==> config.mk <==
export PLATFORM = sky130hd
export DESIGN_NAME = controle_elevador_n_andares
export DESIGN_NICKNAME = d
export VERILOG_FILES = /design/src/rtl/controle_elevador_n_andares.sv
export SDC_FILE = /design/constraint.sdc
export NUM_CORES = 1
export LEC_CHECK = 0
export ABC_AREA = 0
export CAP_MARGIN = 20
export CORE_MARGIN = 5
export CORE_UTILIZATION = 52
export DETAILED_ROUTE_END_ITERATION = 7
export GPL_ROUTABILITY_DRIVEN = 0
export PLACE_DENSITY_LB_ADDON = 0.3
export SLEW_MARGIN = 0
export SYNTH_ARGS = -nofsm -noshare
export SYNTH_HDL_FRONTEND = slang
export SYNTH_SLANG_ARGS = --single-unit
==> constraint.sdc <==
create_clock -name clock_in -period 3.9 [get_ports clock_in]
set_input_delay 1.17 -clock clock_in [delete_from_list [all_inputs] [get_ports clock_in]]
set_output_delay 1.17 -clock clock_in [all_outputs]
set_load 0.005 [all_outputs]
==> src/rtl/controle_elevador_n_andares.sv <==
// Elevator core for N floors: pending-call register, SCAN service order,
// tick-gated travel/door timers and a passenger counter with capacity alert.
module controle_elevador_n_andares #(
  parameter int NUM_ANDARES   = 4,
  parameter int LARG_ANDAR    = 2,
  parameter int CICLOS_VIAGEM = 8,
  parameter int CICLOS_PORTA  = 10,
  parameter int CAPACIDADE    = 3,
  parameter int LARG_PESSOAS  = 2
) (
  input  logic                    clock_in,
  input  logic                    reset_n,
  input  logic                    tick,
  input  logic                    chamada_valida,
  input  logic [LARG_ANDAR-1:0]   chamada_andar,
  input  logic                    pessoa_entra,
  input  logic                    pessoa_sai,
  output logic [LARG_ANDAR-1:0]   andar_atual,
  output logic                    subindo,
  output logic                    descendo,
  output logic                    parado,
  output logic                    porta_aberta,
  output logic                    porta_fechada,
  output logic [LARG_PESSOAS-1:0] quantidade_pessoas,
  output logic                    alerta_capacidade,
  output logic [NUM_ANDARES-1:0]  chamadas_pendentes,
  output logic                    chamada_rejeitada,
  output logic [1:0]              estado_dbg
);

  // Handshake: chamada_valida, pessoa_entra and pessoa_sai are single-cycle
  // strobes with no ready; each is consumed on the rising edge it is high.

  localparam int MAX_T  = (CICLOS_VIAGEM > CICLOS_PORTA) ? CICLOS_VIAGEM : CICLOS_PORTA;
  localparam int LARG_T = $clog2(MAX_T + 1);
  localparam logic [LARG_ANDAR:0]   N_EXT   = (LARG_ANDAR+1)'(NUM_ANDARES);
  localparam logic [LARG_ANDAR-1:0] TOPO    = LARG_ANDAR'(NUM_ANDARES - 1);
  localparam logic [LARG_T-1:0]     FIM_VIA = LARG_T'(CICLOS_VIAGEM - 1);
  localparam logic [LARG_T-1:0]     FIM_POR = LARG_T'(CICLOS_PORTA - 1);
  localparam logic [LARG_PESSOAS-1:0] CAP   = LARG_PESSOAS'(CAPACIDADE);

  typedef enum logic [1:0] {OCIOSO, MOVENDO, PORTA_ABERTA} estado_t;

  estado_t                 r_estado, w_estado;
  logic [LARG_ANDAR-1:0]   r_andar, w_andar, w_prox_andar;
  logic                    r_sobe, w_sobe;
  logic [NUM_ANDARES-1:0]  r_pend, w_pend, w_marca, w_limpa;
  logic [LARG_PESSOAS-1:0] r_qtd, w_qtd;
  logic [LARG_T-1:0]       r_timer, w_timer;
  logic                    r_rej, w_rej;
  logic                    w_fora, w_valida, w_mesmo, w_reinicia;

  function automatic logic [NUM_ANDARES-1:0] um_quente(input logic [LARG_ANDAR-1:0] a);
    return NUM_ANDARES'(1) << a;
  endfunction

  // True when some pending call lies strictly beyond floor a in direction sobe.
  function automatic logic ha_frente(input logic [NUM_ANDARES-1:0] p,
                                     input logic [LARG_ANDAR-1:0] a,
                                     input logic sobe);
    logic res;
    res = 1'b0;
    for (int i = 0; i < NUM_ANDARES; i++) begin
      if (p[i] && (sobe ? (i > int'(a)) : (i < int'(a)))) res = 1'b1;
    end
    return res;
  endfunction

  always_comb begin
    w_estado     = r_estado;
    w_andar      = r_andar;
    w_sobe       = r_sobe;
    w_timer      = r_timer;
    w_qtd        = r_qtd;
    w_limpa      = '0;
    w_reinicia   = 1'b0;
    w_fora       = ({1'b0, chamada_andar} >= N_EXT);
    w_valida     = chamada_valida && !w_fora;
    w_rej        = chamada_valida && w_fora;
    w_mesmo      = w_valida && (chamada_andar == r_andar) && (r_estado != MOVENDO);
    w_marca      = (w_valida && !w_mesmo) ? um_quente(chamada_andar) : '0;
    w_prox_andar = r_andar;
    if (r_sobe && r_andar != TOPO)       w_prox_andar = r_andar + 1'b1;
    else if (!r_sobe && r_andar != '0)   w_prox_andar = r_andar - 1'b1;

    case (r_estado)
      OCIOSO: begin
        if (w_mesmo) begin
          w_estado = PORTA_ABERTA;
          w_timer  = '0;
        end else if ((r_pend & um_quente(r_andar)) != '0) begin
          w_limpa  = um_quente(r_andar);
          w_estado = PORTA_ABERTA;
          w_timer  = '0;
        end else if (r_pend != '0) begin
          // Nothing ahead means everything pending is behind: reverse.
          if (!ha_frente(r_pend, r_andar, r_sobe)) w_sobe = !r_sobe;
          w_estado = MOVENDO;
          w_timer  = '0;
        end
      end
      MOVENDO: begin
        if (tick) begin
          if (r_timer == FIM_VIA) begin
            w_andar = w_prox_andar;
            w_timer = '0;
            if ((r_pend & um_quente(w_prox_andar)) != '0) begin
              w_limpa  = um_quente(w_prox_andar);
              w_estado = PORTA_ABERTA;
            end else if (!ha_frente(r_pend, w_prox_andar, r_sobe)) begin
              w_estado = OCIOSO;
            end
          end else begin
            w_timer = r_timer + 1'b1;
          end
        end
      end
      PORTA_ABERTA: begin
        w_reinicia = w_mesmo;
        if (pessoa_entra && pessoa_sai) begin
          w_reinicia = 1'b1;
        end else if (pessoa_entra && r_qtd != CAP) begin
          w_qtd      = r_qtd + 1'b1;
          w_reinicia = 1'b1;
        end else if (pessoa_sai && r_qtd != '0) begin
          w_qtd      = r_qtd - 1'b1;
          w_reinicia = 1'b1;
        end
        if (w_reinicia) begin
          w_timer = '0;
        end else if (tick) begin
          if (r_timer == FIM_POR) begin
            w_estado = OCIOSO;
            w_timer  = '0;
          end else begin
            w_timer = r_timer + 1'b1;
          end
        end
      end
      default: w_estado = OCIOSO;
    endcase

    // A floor being served this edge absorbs a simultaneous call to it.
    w_pend = (r_pend | w_marca) & ~w_limpa;
  end

  always_ff @(posedge clock_in or negedge reset_n) begin
    if (!reset_n) begin
      r_estado <= OCIOSO;
      r_andar  <= '0;
      r_sobe   <= 1'b1;
      r_pend   <= '0;
      r_qtd    <= '0;
      r_timer  <= '0;
      r_rej    <= 1'b0;
    end else begin
      r_estado <= w_estado;
      r_andar  <= w_andar;
      r_sobe   <= w_sobe;
      r_pend   <= w_pend;
      r_qtd    <= w_qtd;
      r_timer  <= w_timer;
      r_rej    <= w_rej;
    end
  end

  assign andar_atual        = r_andar;
  assign subindo            = (r_estado == MOVENDO) && r_sobe;
  assign descendo           = (r_estado == MOVENDO) && !r_sobe;
  assign parado             = (r_estado != MOVENDO);
  assign porta_aberta       = (r_estado == PORTA_ABERTA);
  assign porta_fechada      = (r_estado != PORTA_ABERTA);
  assign quantidade_pessoas = r_qtd;
  assign alerta_capacidade  = (r_qtd == CAP);
  assign chamadas_pendentes = r_pend;
  assign chamada_rejeitada  = r_rej;
  assign estado_dbg         = r_estado;

endmodule

---- Word-level counts from Yosys, hierarchy flattened ----
Index checks and enable logic that the tools add are counted.
cells by class
  $add $sub $neg .......................... 5
  $lt $le $gt $ge ......................... 12
  equal/unequal tests ..................... 18
  shift-type cells ........................ 3
  mux-type cells .......................... 59
  bitwise logic cells ..................... 9
  reduce and logical (&&, ||, !) cells .... 33
operators by type and width
  kind                 number
  $mux 4               14
  $mux 1               28
  $mux 2               14
  $logic_and 1x1->1    18
  $ne 2x2->1 const B   7
  $and 4x4->4          3
  $pmux 4 s3           1
  $reduce_bool 4->1    3
  $shl 1x2->4 const A  3
  $gt 2x2->1 const A   4
  $lt 1x2->1 const A   4
  $pmux 4 s2           1
  $reduce_and 7->1     1
  $pmux 2 s3           1
  $reduce_and 3->1     2
  $reduce_bool 2->1    3
  $reduce_and 5->1     1
  $add 2x1->2 const B  2
  $add 4x1->4 const B  1
  $eq 2x2->1 const B   2
  $eq 4x3->1 const B   1
  $eq 4x4->1 const B   1
  $gt 1x2->1 const A   2
  $lt 2x2->1 const A   2
  other kinds (14)     20
storage, ports and cells
  bits in registers ....................... 15
  output and inout port bits .............. 17

---- Logic depth before layout (Yosys ltp) ----
Gate-level depths: netlist of the first run.
  depth in word-level cells ............... 20
  gate-level depth with buffers ........... 9

---- Worst setup path before layout of the first run ----
OpenSTA, ideal clock, no wires.
  path type ............................... register to register
  start ................................... reg r_andar[0] (netlist: andar_atual[0])
  end ..................................... reg r_estado[0] (netlist: estado_dbg[0])
  library setup time ...................... 0.128 ns
  arrival ................................. 2.379 ns
  data required time ...................... 3.772 ns
  path slack .............................. 1.394 ns
  cell stages (with the launch flop) ...... 10
  path through ............................ dfrtp_1 -> buf_2 -> inv_1 -> ha_1 -> and3b_1 -> or2_1 -> a31o_1 -> a31o_1 -> o31ai_2 -> mux2_1
on the way
  longest elaborated chain between the ends .. 17
  elaborated cells on any way between the ends .. 53
  classes of those cells .................. add/sub: 2; order compare: 6; eq/ne: 5; shift: 2; mux: 24; bitwise: 2; reduce/logical: 12
RTL lines
  what                                                  line  text
  start: declaration                                    45    logic [LARG_ANDAR-1:0] r_andar, w_andar, w_prox_andar;
  start signal: assignment                              158   r_andar <= w_andar;
  branches (longest 17 deep; another with $sub 2x1->2)  -
  end signal: assignment                                157   r_estado <= w_estado;
  end: declaration                                      44    estado_t r_estado, w_estado;
Parallel ways; which one is timed is not known. The select of a mux whose other input is x is not followed.
A chain may end at the register's enable or synchronous reset.

---- Final worst setup path of the first run ----
  start ................................... reg r_estado[1] (netlist: estado_dbg[1])
  end ..................................... out descendo
on the way
  longest elaborated chain between the ends .. 2
RTL lines
  what               line  text
  $eq 2x1->1         169   assign descendo = (r_estado == MOVENDO) && !r_sobe;
  $logic_and 1x1->1  169
  end: declaration   20    output logic descendo,
Every way passes these cells.

==> metrics, run 1 <==
pin slew with the least headroom to its limit 729 ps; CP delay by family, top buffers and inverters; Hold Crit Depth 2; Post-CTS Hold Buffers 0; total standard cell area after synthesis 1320 µm²; top-count cell post-synth sky130_fd_sc_hd__nand2_1; worst hold-check path type reg2reg; clock-pin slew of the registers on the worst-case setup and hold paths 90 ps; net count after synthesis 175; CTS root buffer sky130_fd_sc_hd__clkbuf_4; global-route total usage across every layer 20.1%; final critical path time including I/O delays and setup 3190 ps; power per cell area 500 nW/µm²; setup skew after layout 8.64 ps; CP max-delay cell sky130_fd_sc_hd__clkdlybuf4s50_1; die span in y 60.4 µm; routed via count divided by cell count 5.99; crit path setup slack, layout 708 ps; setup fix buffers added after clock tree synthesis 0; maximum number of pins on one net before global-route repair 16; outcome completed; remaining design rule violation count 0; cts bufs inserted 3; max-cap violations 0; unrepaired setup endpoints after global routing no; worst-case reg-to-reg path depth 8; count of routing violations after the opening detailed-route iteration 79; drt first pass iters 4; biggest area contributors in the synthesized netlist sky130_fd_sc_hd__dfrtp_1, sky130_fd_sc_hd__ha_1, sky130_fd_sc_hd__nand2_1, sky130_fd_sc_hd__nor2_1, sky130_fd_sc_hd__mux2i_1; area grow syn2layout 20.3%; total inserted antenna cells 0; Initial Util 53.9%; Worst setup EP type output port; Final #Nets 198; deepest level of the CTS H-tree 1; drt total wl 3.25 mm; clock latency reported for the late side of the worst-skew pair 300 ps; tightest slew margin relative to the limit 51.2%; number of instances in the synthesized netlist 155; post-synth cell types 48; sequential cell area fraction in the yosys report 28.5%; Resized cells post-CTS 0; Max Clock Freq 313 MHz; worst slack on hold paths 569 ps; number of global-route vias before repair 1212; CTS Sinks 15; Worst R2R Setup Slack 1110 ps; worst setup slack after placement 782 ps; antenna violations before repair 0; Setup TNS Final 0 ps; Hold Crit Endpoint r_timer[1]$_DFFE_PN0P_; width of the die 60.4 µm; worst setup path class reg2out; number of nets with antenna violations after routing 0; critical path required time 2730 ps; combined buffer and inverter count along the critical path 3; count of warnings emitted by yosys 0; startpoint types flop; start of the worst register-to-register path andar_atual[0]$_DFFE_PN0P_; Clock Tree Buf Depth 2; maximum ir drop on the vdd rail 0.315 mV; vias post-DR 1240; total count of hold-check failures in the final report 0; per-instance average area after synthesis 8.53 µm²; HPWL after detailed placement 2.42 mm; worst reg2reg path endpoint estado_dbg[0]$_DFFE_PN0P_; Cell Rows 18; library cell occupying the most area in the post-synthesis netlist sky130_fd_sc_hd__dfrtp_1; top cell types by occurrence after synthesis sky130_fd_sc_hd__nand2_1, sky130_fd_sc_hd__dfrtp_1, sky130_fd_sc_hd__nor2_1, sky130_fd_sc_hd__ha_1, sky130_fd_sc_hd__inv_1; total I/O pin count 25; leakage power of the design 0.669 nW; HP Start r_timer[1]$_DFFE_PN0P_; delay of the slowest cell on the worst path 510 ps; fraction of the cycle the final worst path needs 81.8%; worst-path fanout max 7; asr flop ratio synth 100%; number of cells in the design after placement 203; count of final setup violators 0; number of synthesized flops with an enable pin 0; share of cells above drive strength 1 5.65%; DIE AREA 3650 µm²; core region area 2450 µm²; ordered list of cells on the worst path inv_1 -> ha_1 -> clkinv_1 -> nor2_1 -> clkdlybuf4s50_1; synthesis-stage register bit count 15; Critical Path AT 2020 ps; global-route wire length before repair 5.60 mm; number of pins exceeding their max-slew limit in the final report 0; # port buffers 23; detailed-route wire length per cell 15.7 µm; fill cell total of the finished layout 213; grt ovf 0; CTS tree built; Final Non-Filler Cells 207; top cell type's share of synthesized area 26.5%; most frequently used flop master after synthesis sky130_fd_sc_hd__dfrtp_1
[worst max path at each step]
stage,startpoint,end,depth (start not counted)
3_5_place_dp,chamada_andar[0],r_timer[3]$_DFFE_PN0P_,7
4_1_cts,estado_dbg[1]$_DFFE_PN0P_,descendo,5
3_3_place_gp,chamada_andar[1],estado_dbg[0]$_DFFE_PN0P_,7
5_1_grt,estado_dbg[1]$_DFFE_PN0P_,descendo,5
6_report,estado_dbg[1]$_DFFE_PN0P_,descendo,5
2_1_floorplan,andar_atual[0]$_DFFE_PN0P_,estado_dbg[0]$_DFFE_PN0P_,9
[sequential cells by signal (all words and copies together), names as in the netlist]
signal / flops
andar_atual: 2
chamadas_pendentes: 4
estado_dbg: 2
quantidade_pessoas: 2
r_sobe: 1
r_timer: 4
[cell usage in the layout (no fill, tap or decap), types with 2 or more instances in the layout]
cell                              count
sky130_fd_sc_hd__xnor2_1              4
sky130_fd_sc_hd__ha_1                12
sky130_fd_sc_hd__a21boi_0             2
sky130_fd_sc_hd__nand4_1              3
sky130_fd_sc_hd__clkdlybuf4s50_1     23
sky130_fd_sc_hd__nor4_1               2
sky130_fd_sc_hd__inv_1               10
sky130_fd_sc_hd__a22o_1               2
sky130_fd_sc_hd__o31ai_1              2
sky130_fd_sc_hd__a31o_1               2
sky130_fd_sc_hd__nor2_1              14
sky130_fd_sc_hd__and2_1               3
sky130_fd_sc_hd__nor3_1               4
sky130_fd_sc_hd__xnor2_2              2
sky130_fd_sc_hd__a31oi_1              3
sky130_fd_sc_hd__nand2b_1             2
sky130_fd_sc_hd__nand3_1              6
sky130_fd_sc_hd__clkbuf_4             3
sky130_fd_sc_hd__o21ai_0              6
sky130_fd_sc_hd__a221oi_1             5
sky130_fd_sc_hd__o21ai_1              3
sky130_fd_sc_hd__dfrtp_1             14
sky130_fd_sc_hd__a21oi_1              6
sky130_fd_sc_hd__nand2_1             16
sky130_fd_sc_hd__mux2i_1              5
[layout make-up]
| class | instances | area [µm²] | area share [%] |
|---|---|---|---|
| clock buffer | 4 | 26.3 | 1.65 |
| multi-input combinational | 124 | 880 | 55.3 |
| tap | 30 | 37.5 | 2.36 |
| timing repair buffer | 23 | 230 | 14.5 |
| inverter | 11 | 41.3 | 2.59 |
| sequential | 15 | 377 | 23.7 |
[per-layer routing]
metal	vias to the layer above	global-route usage, %	routed length [µm]	part of all wire [%]
met3	8	3.19	204	6.3
met1	577	26.0	1430	44
met4	0	8.98	61	1.9
met2	51	33.2	1550	48
li1	604	-	-	-
met5	-	0	0	0
[tightest hold or removal path, stage by stage, from the launching register on]
cell and delay, ps:
sky130_fd_sc_hd__dfrtp_1 400, sky130_fd_sc_hd__nand2_1 80, sky130_fd_sc_hd__o31ai_1 60
[per-stage QoR]
step           power, mW  area [µm²]  util (%)
2_1_floorplan      0.526        1320         -
3_3_place_gp       0.682        1570      63.8
3_5_place_dp       0.699        1570      63.8
4_1_cts            0.796        1590      64.8
5_1_grt            0.855        1590      64.8
6_report           0.796        1590      64.8
[power breakdown]
group	switching (mW)	internal, mW	total [mW]
registers	0.0628	0.191	0.254
clock network	0.0556	0.0398	0.0954
logic	0.211	0.235	0.446
[cell families (layout without fill, tap and decap cells)]
kind of cell | after synthesis | in the layout | synth area share (%)
mux | 8 | 8 | 7.19
compound gates | 40 | 40 | 21.5
other cells | 1 | 1 | 0.284
flops | 15 | 15 | 28.5
fa+ha+maj | 12 | 12 | 11.4
buf+inv | 16 | 38 | 5.01
xor+xnor | 6 | 6 | 5.11
simple gates | 57 | 57 | 21.1
Note: power is estimated with default switching activity, not from simulation.
==> run 2: changes to the inputs <==
--- a/config.mk
+++ b/config.mk
@@ -8,7 +8,7 @@
 export ABC_AREA = 0
 export CAP_MARGIN = 20
 export CORE_MARGIN = 5
-export CORE_UTILIZATION = 52
+export CORE_UTILIZATION = 47
 export DETAILED_ROUTE_END_ITERATION = 7
 export GPL_ROUTABILITY_DRIVEN = 0
 export PLACE_DENSITY_LB_ADDON = 0.3
==> constraint.sdc (replaced) <==
create_clock -name clock_in -period 2.9 [get_ports clock_in]
set_input_delay 0.87 -clock clock_in [delete_from_list [all_inputs] [get_ports clock_in]]
set_output_delay 0.87 -clock clock_in [all_outputs]
set_load 0.005 [all_outputs]
==> metrics, run 2 (synthesized netlist as in run 1, its figures left out) <==
clock-pin slew of the registers on the worst-case setup and hold paths 110 ps (was 90 ps); most frequent standard cell in the layout excluding fill and tap cells sky130_fd_sc_hd__clkdlybuf4s50_1 (unchanged); pin slew with the least headroom to its limit 750 ps (was 729 ps); combinational share of power 56.2% (was 56.1%); detailed-route wire length per cell 15.2 µm (was 15.7 µm); number of nets with antenna violations after routing 0 (unchanged); CP max-delay cell sky130_fd_sc_hd__clkdlybuf4s50_1 (unchanged); CTS root buffer sky130_fd_sc_hd__clkbuf_4 (unchanged); Max Clock Freq 374 MHz; worst hold-check path type reg2reg (unchanged); proportion of power drawn by the clock network 12.2% (was 12.0%); total inserted antenna cells 0 (unchanged); Cell Int Power 0.634 mW (was 0.466 mW); number of global-route vias before repair 1263 (was 1212); area grow syn2layout 23.0% (was 20.3%); width of the die 63.0 µm (was 60.4 µm); worst setup slack after placement 47.4 ps (was 782 ps); number of pins exceeding their max-slew limit in the final report 0 (unchanged); total I/O pin count 25 (unchanged); drt first pass iters 4 (unchanged); global-route total usage across every layer 17.4% (was 20.1%); maximum number of pins on one net before global-route repair 16 (unchanged); vias post-DR 1282 (was 1240); deepest level of the CTS H-tree 1 (unchanged); Worst setup EP type output port (unchanged); worst-path fanout max 7 (unchanged); Initial Util 48.4% (was 53.9%); Switching Share 41.2% (was 41.4%); Clock Tree Buf Depth 2 (unchanged); clock latency reported for the late side of the worst-skew pair 300 ps (about the same); power per cell area 663 nW/µm² (was 500 nW/µm²); outcome completed (unchanged); ordered list of cells on the worst path inv_1 -> ha_2 -> clkinv_1 -> nor2_1 -> clkdlybuf4s50_1 (was inv_1 -> ha_1 -> clkinv_1 -> nor2_1 -> clkdlybuf4s50_1); delay of the slowest cell on the worst path 500 ps (was 510 ps); cell area after layout 1630 µm² (was 1590 µm²); combined buffer and inverter count along the critical path 3 (unchanged); total count of hold-check failures in the final report 0 (unchanged); fill cell total of the finished layout 265 (was 213); grt ovf 0 (unchanged); setup fix buffers added after clock tree synthesis 0 (unchanged); leakage power of the design 0.689 nW (was 0.669 nW); crit path setup slack, layout 225 ps (was 708 ps); # port buffers 23 (unchanged); commonest non-fill, non-tap cells in the layout sky130_fd_sc_hd__clkdlybuf4s50_1, sky130_fd_sc_hd__nand2_1, sky130_fd_sc_hd__nor2_1, sky130_fd_sc_hd__dfrtp_1, sky130_fd_sc_hd__ha_1 (unchanged); share of cells above drive strength 1 8.84% (was 5.65%); CTS Sinks 15 (unchanged); count of final setup violators 0 (unchanged); remaining design rule violation count 0 (unchanged); Post-CTS Hold Buffers 0 (unchanged); DIE AREA 3970 µm² (was 3650 µm²); cts bufs inserted 3 (unchanged); critical path required time 2030 ps (was 2730 ps); HPWL after detailed placement 2.46 mm (was 2.42 mm); Final #Nets 202 (was 198); tightest slew margin relative to the limit 49.8% (was 51.2%); Critical Path AT 1800 ps (was 2020 ps); setup skew after layout 10.6 ps (was 8.64 ps); CTS tree built (unchanged); unrepaired setup endpoints after global routing no (unchanged); antenna violations before repair 0 (unchanged); instance area after placement 1600 µm² (was 1570 µm²); global-route wire length before repair 5.75 mm (was 5.60 mm); final critical path time including I/O delays and setup 2670 ps; count of routing violations after the opening detailed-route iteration 98 (was 79); die span in y 63.0 µm (was 60.4 µm); drt total wl 3.22 mm (was 3.25 mm); core region area 2730 µm² (was 2450 µm²); multi-input gate area in the final layout 882 µm² (was 880 µm²); worst setup path class reg2out (unchanged); sequential cell area 377 µm² (unchanged); routed via count divided by cell count 6.05 (was 5.99); Cell Rows 19 (was 18); Switching Power 0.444 mW (was 0.330 mW); sequential power share 31.6% (was 31.9%); CP delay by family, top buffers and inverters (unchanged); max-cap violations 0 (unchanged); Setup TNS Final 0 ps (unchanged); maximum ir drop on the vdd rail 0.436 mV (was 0.315 mV); startpoint types flop (unchanged); fraction of the cycle the final worst path needs 92.2%
run 2: power by group through the flow:
stage	combinational (mW)	clock, mW	sequential, mW
after floorplan	0.392	0	0.315
after global placement	0.592	0	0.339
after detailed placement	0.604	0	0.343
after CTS	0.608	0.133	0.339
after global routing	0.674	0.149	0.356
final	0.606	0.132	0.340
run 2: worst paths after layout:
| kind | startpoint | cells after the start | slack, ps | endpoint |
|---|---|---|---|---|
| worst max-delay path | estado_dbg[1]$_DFFE_PN0P_ | 5 | 230 | descendo |
| worst max register to register | andar_atual[0]$_DFFE_PN0P_ | 8 | 420 | estado_dbg[0]$_DFFE_PN0P_ |
| worst min-delay path | r_timer[1]$_DFFE_PN0P_ | 2 | 570 | r_timer[1]$_DFFE_PN0P_ |
| worst min register to register | r_timer[1]$_DFFE_PN0P_ | 2 | 570 | r_timer[1]$_DFFE_PN0P_ |
| max in group asynchronous | reset_n | 1 | 1420 | chamadas_pendentes[0]$_DFF_PN0_ |
| min in group asynchronous | reset_n | 1 | 1000 | r_timer[2]$_DFFE_PN0P_ |
run 2: stage by stage:
step	std cells	hold slack [ps]	util [%]	total power, mW
floorplan	155	497	-	0.708
global placement	208	521	58.4	0.930
detailed placement	208	544	58.4	0.947
CTS	212	570	59.4	1.08
global route	212	611	59.5	1.18
finish	212	569	59.5	1.08
run 2: timing repair:
item	CTS	global route
setup endpoints to repair	0	2
resized for setup	0	1
hold endpoints to repair	0	0
run 2: metal layers:
| metal | wire, µm | global-route usage, % |
|---|---|---|
| met2 | 1600 | 29.6 |
| met4 | 39 | 6.37 |
| met3 | 227 | 3.96 |
| met1 | 1350 | 21.0 |
| met5 | 0 | 0 |
run 2: worst min-delay path, cell delays in order, from the launching register on:
cell                      delay (ps)
sky130_fd_sc_hd__dfrtp_1         410
sky130_fd_sc_hd__nand2_1          70
sky130_fd_sc_hd__o31ai_1          70
run 2: cell type report:
type / instances / share of cell area [%]
Multi-Input combinational cell: 124 / 54.2
Sequential cell: 15 / 23.2
Clock buffer: 3 / 1.38
Inverter: 11 / 2.54
Tap cell: 31 / 2.38
Timing Repair Buffer: 27 / 16.0
Clock inverter: 1 / 0.308
==> run 3: changes to the inputs <==
--- a/config.mk
+++ b/config.mk
@@ -11,6 +11,7 @@
 export CORE_UTILIZATION = 47
 export DETAILED_ROUTE_END_ITERATION = 7
 export GPL_ROUTABILITY_DRIVEN = 0
+export GPL_TIMING_DRIVEN = 0
 export PLACE_DENSITY_LB_ADDON = 0.3
 export SLEW_MARGIN = 0
 export SYNTH_ARGS = -nofsm -noshare
==> metrics, run 3 (synthesized netlist as in run 1, its figures left out) <==
outcome completed (unchanged); GR Layer Usage met2 29.2% (was 29.6%); drt total wl 3.15 mm (was 3.22 mm); clock latency reported for the late side of the worst-skew pair 290 ps (was 300 ps); worst hold-check path type reg2reg (unchanged); share of cells above drive strength 1 8.79% (was 8.84%); global-route wire length before repair 5.69 mm (was 5.75 mm); global-route total usage across every layer 17.0% (was 17.4%); clock-pin slew of the registers on the worst-case setup and hold paths 90 ps (was 110 ps); Hold Crit Depth 2 (unchanged); deepest level of the CTS H-tree 1 (unchanged); worst reg2reg path endpoint estado_dbg[0]$_DFFE_PN0P_ (unchanged); most frequent standard cell in the layout excluding fill and tap cells sky130_fd_sc_hd__clkdlybuf4s50_1 (unchanged); DIE AREA 3970 µm² (unchanged); delay of the slowest cell on the worst path 580 ps (was 500 ps); Post-CTS Hold Buffers 0 (unchanged); number of pins exceeding their max-slew limit in the final report 0 (unchanged); worst setup path class reg2out (unchanged); core region area 2730 µm² (unchanged); routed via count divided by cell count 5.87 (was 6.05); # port buffers 23 (unchanged); Worst setup EP type output port (unchanged); fraction of the cycle the final worst path needs 95.0% (was 92.2%); tightest slew margin relative to the limit 52.5% (was 49.8%); Final #Nets 203 (was 202); start of the worst register-to-register path andar_atual[0]$_DFFE_PN0P_ (unchanged); Hold Crit Endpoint r_timer[1]$_DFFE_PN0P_ (unchanged); drt first pass iters 4 (unchanged); worst-case reg-to-reg path depth 9 (was 8); cts bufs inserted 3 (unchanged); total inserted antenna cells 0 (unchanged); antenna violations before repair 0 (unchanged); width of the die 63.0 µm (unchanged); critical path required time 2030 ps (about the same); number of global-route vias before repair 1267 (was 1263); met3 Usage GRT 3.42% (was 3.96%); setup skew after layout 4.71 ps (was 10.6 ps); leakage power of the design 0.683 nW (was 0.689 nW); pin slew with the least headroom to its limit 710 ps (was 750 ps); HPWL after detailed placement 2.46 mm (about the same); count of routing violations after the opening detailed-route iteration 69 (was 98); number of nets with antenna violations after routing 0 (unchanged); worst-path fanout max 10 (was 7); area grow syn2layout 22.8% (was 23.0%); ordered list of cells on the worst path clkbuf_1 -> and2_1 -> clkdlybuf4s50_1 (was inv_1 -> ha_2 -> clkinv_1 -> nor2_1 -> clkdlybuf4s50_1); highest-utilization routing layer at the global route stage met2 (unchanged); Worst R2R Setup Slack 170 ps (was 420 ps); Setup TNS Final 0 ps (unchanged); remaining design rule violation count 0 (unchanged); grt ovf 0 (unchanged); startpoint types flop (unchanged); count of final setup violators 0 (unchanged); maximum ir drop on the vdd rail 0.407 mV (was 0.436 mV); total I/O pin count 25 (unchanged); Critical Path AT 1880 ps (was 1800 ps); fin util 59.4% (was 59.5%); CTS root buffer sky130_fd_sc_hd__clkbuf_4 (unchanged); power per cell area 659 nW/µm² (was 663 nW/µm²); setup fix buffers added after clock tree synthesis 0 (unchanged); total count of hold-check failures in the final report 0 (unchanged); CTS tree built (unchanged); die span in y 63.0 µm (unchanged); detailed-route wire length per cell 14.8 µm (was 15.2 µm); final critical path time including I/O delays and setup 2750 ps (was 2670 ps); HP Start r_timer[1]$_DFFE_PN0P_ (unchanged); CTS Sinks 15 (unchanged); unrepaired setup endpoints after global routing no (unchanged); Cell Rows 19 (unchanged); vias post-DR 1251 (was 1282); maximum number of pins on one net before global-route repair 16 (unchanged); Clock Tree Buf Depth 2 (unchanged); commonest non-fill, non-tap cells in the layout sky130_fd_sc_hd__clkdlybuf4s50_1, sky130_fd_sc_hd__nand2_1, sky130_fd_sc_hd__nor2_1, sky130_fd_sc_hd__dfrtp_1 (was sky130_fd_sc_hd__clkdlybuf4s50_1, sky130_fd_sc_hd__nand2_1, sky130_fd_sc_hd__nor2_1, sky130_fd_sc_hd__dfrtp_1, sky130_fd_sc_hd__ha_1); global routing usage on met1 20.8% (was 21.0%); Initial Util 48.4% (unchanged); max-cap violations 0 (unchanged); CP max-delay cell sky130_fd_sc_hd__dfstp_2 (was sky130_fd_sc_hd__clkdlybuf4s50_1); Max Clock Freq 363 MHz (was 374 MHz)
[run 3: cell count changes in the layout (fill, tap and decap cells not counted), sizes merged]
| cell | previous run | this run |
|---|---|---|
| buf | 4 | 3 |
| clkinv | 2 | 1 |
| clkbuf | 3 | 6 |
[run 3: cell type report]
type	instances	area, µm²
fill	264	1110
sequential	15	377
clock buffer	4	26.3
multi-input combinational	124	885
tap	31	38.8
inverter	11	42.5
timing repair buffer	23	230
buffer	5	25.0
[run 3: critical path: cells and delay by family (launching register included)]
| kind | cells | cell delay, ps |
|---|---|---|
| simple gates | 1 | 180 |
| buf+inv | 2 | 820 |
| flops | 1 | 580 |
[run 3: timing repair]
item / CTS / global route
setup endpoints to repair: 1 / 2
gates resized for setup: 1 / 2
pin swaps: 0 / 0
[run 3: worst max-delay path by stage]
stage,end,depth (start not counted),start,slack (ps)
finish,subindo,3,r_sobe$_DFFE_PN1P_,150
global route,descendo,5,estado_dbg[1]$_DFFE_PN0P_,9
CTS,descendo,5,estado_dbg[1]$_DFFE_PN0P_,60
detailed placement,r_timer[3]$_DFFE_PN0P_,7,chamada_andar[0],10
global placement,estado_dbg[0]$_DFFE_PN0P_,7,chamada_andar[1],100
floorplan,estado_dbg[0]$_DFFE_PN0P_,9,andar_atual[0]$_DFFE_PN0P_,390
[run 3: where the power goes]
part	leakage, nW	internal, mW	total [mW]	switching, mW
logic	0.489	0.323	0.620	0.297
clock network	0.0150	0.0536	0.128	0.0744
registers	0.179	0.257	0.321	0.0647
total	0.683	0.633	1.07	0.436
[run 3: per-layer routing]
| layer | wire length, µm | part of all wire, % |
|---|---|---|
| met1 | 1370 | 44 |
| met2 | 1600 | 51 |
| met3 | 149 | 4.7 |
| met4 | 29 | 0.92 |
| met5 | 0 | 0 |
[run 3: stage by stage]
step	hold WS, ps	area (µm²)	power (mW)	setup WS [ps]	std cells
after global placement	516	1590	0.925	98.1	209
after detailed placement	542	1590	0.943	11.1	209
after floorplan	497	1320	0.708	394	155
after global routing	627	1620	1.17	8.54	213
after CTS	560	1620	1.08	59.9	213
final	549	1620	1.07	145	213
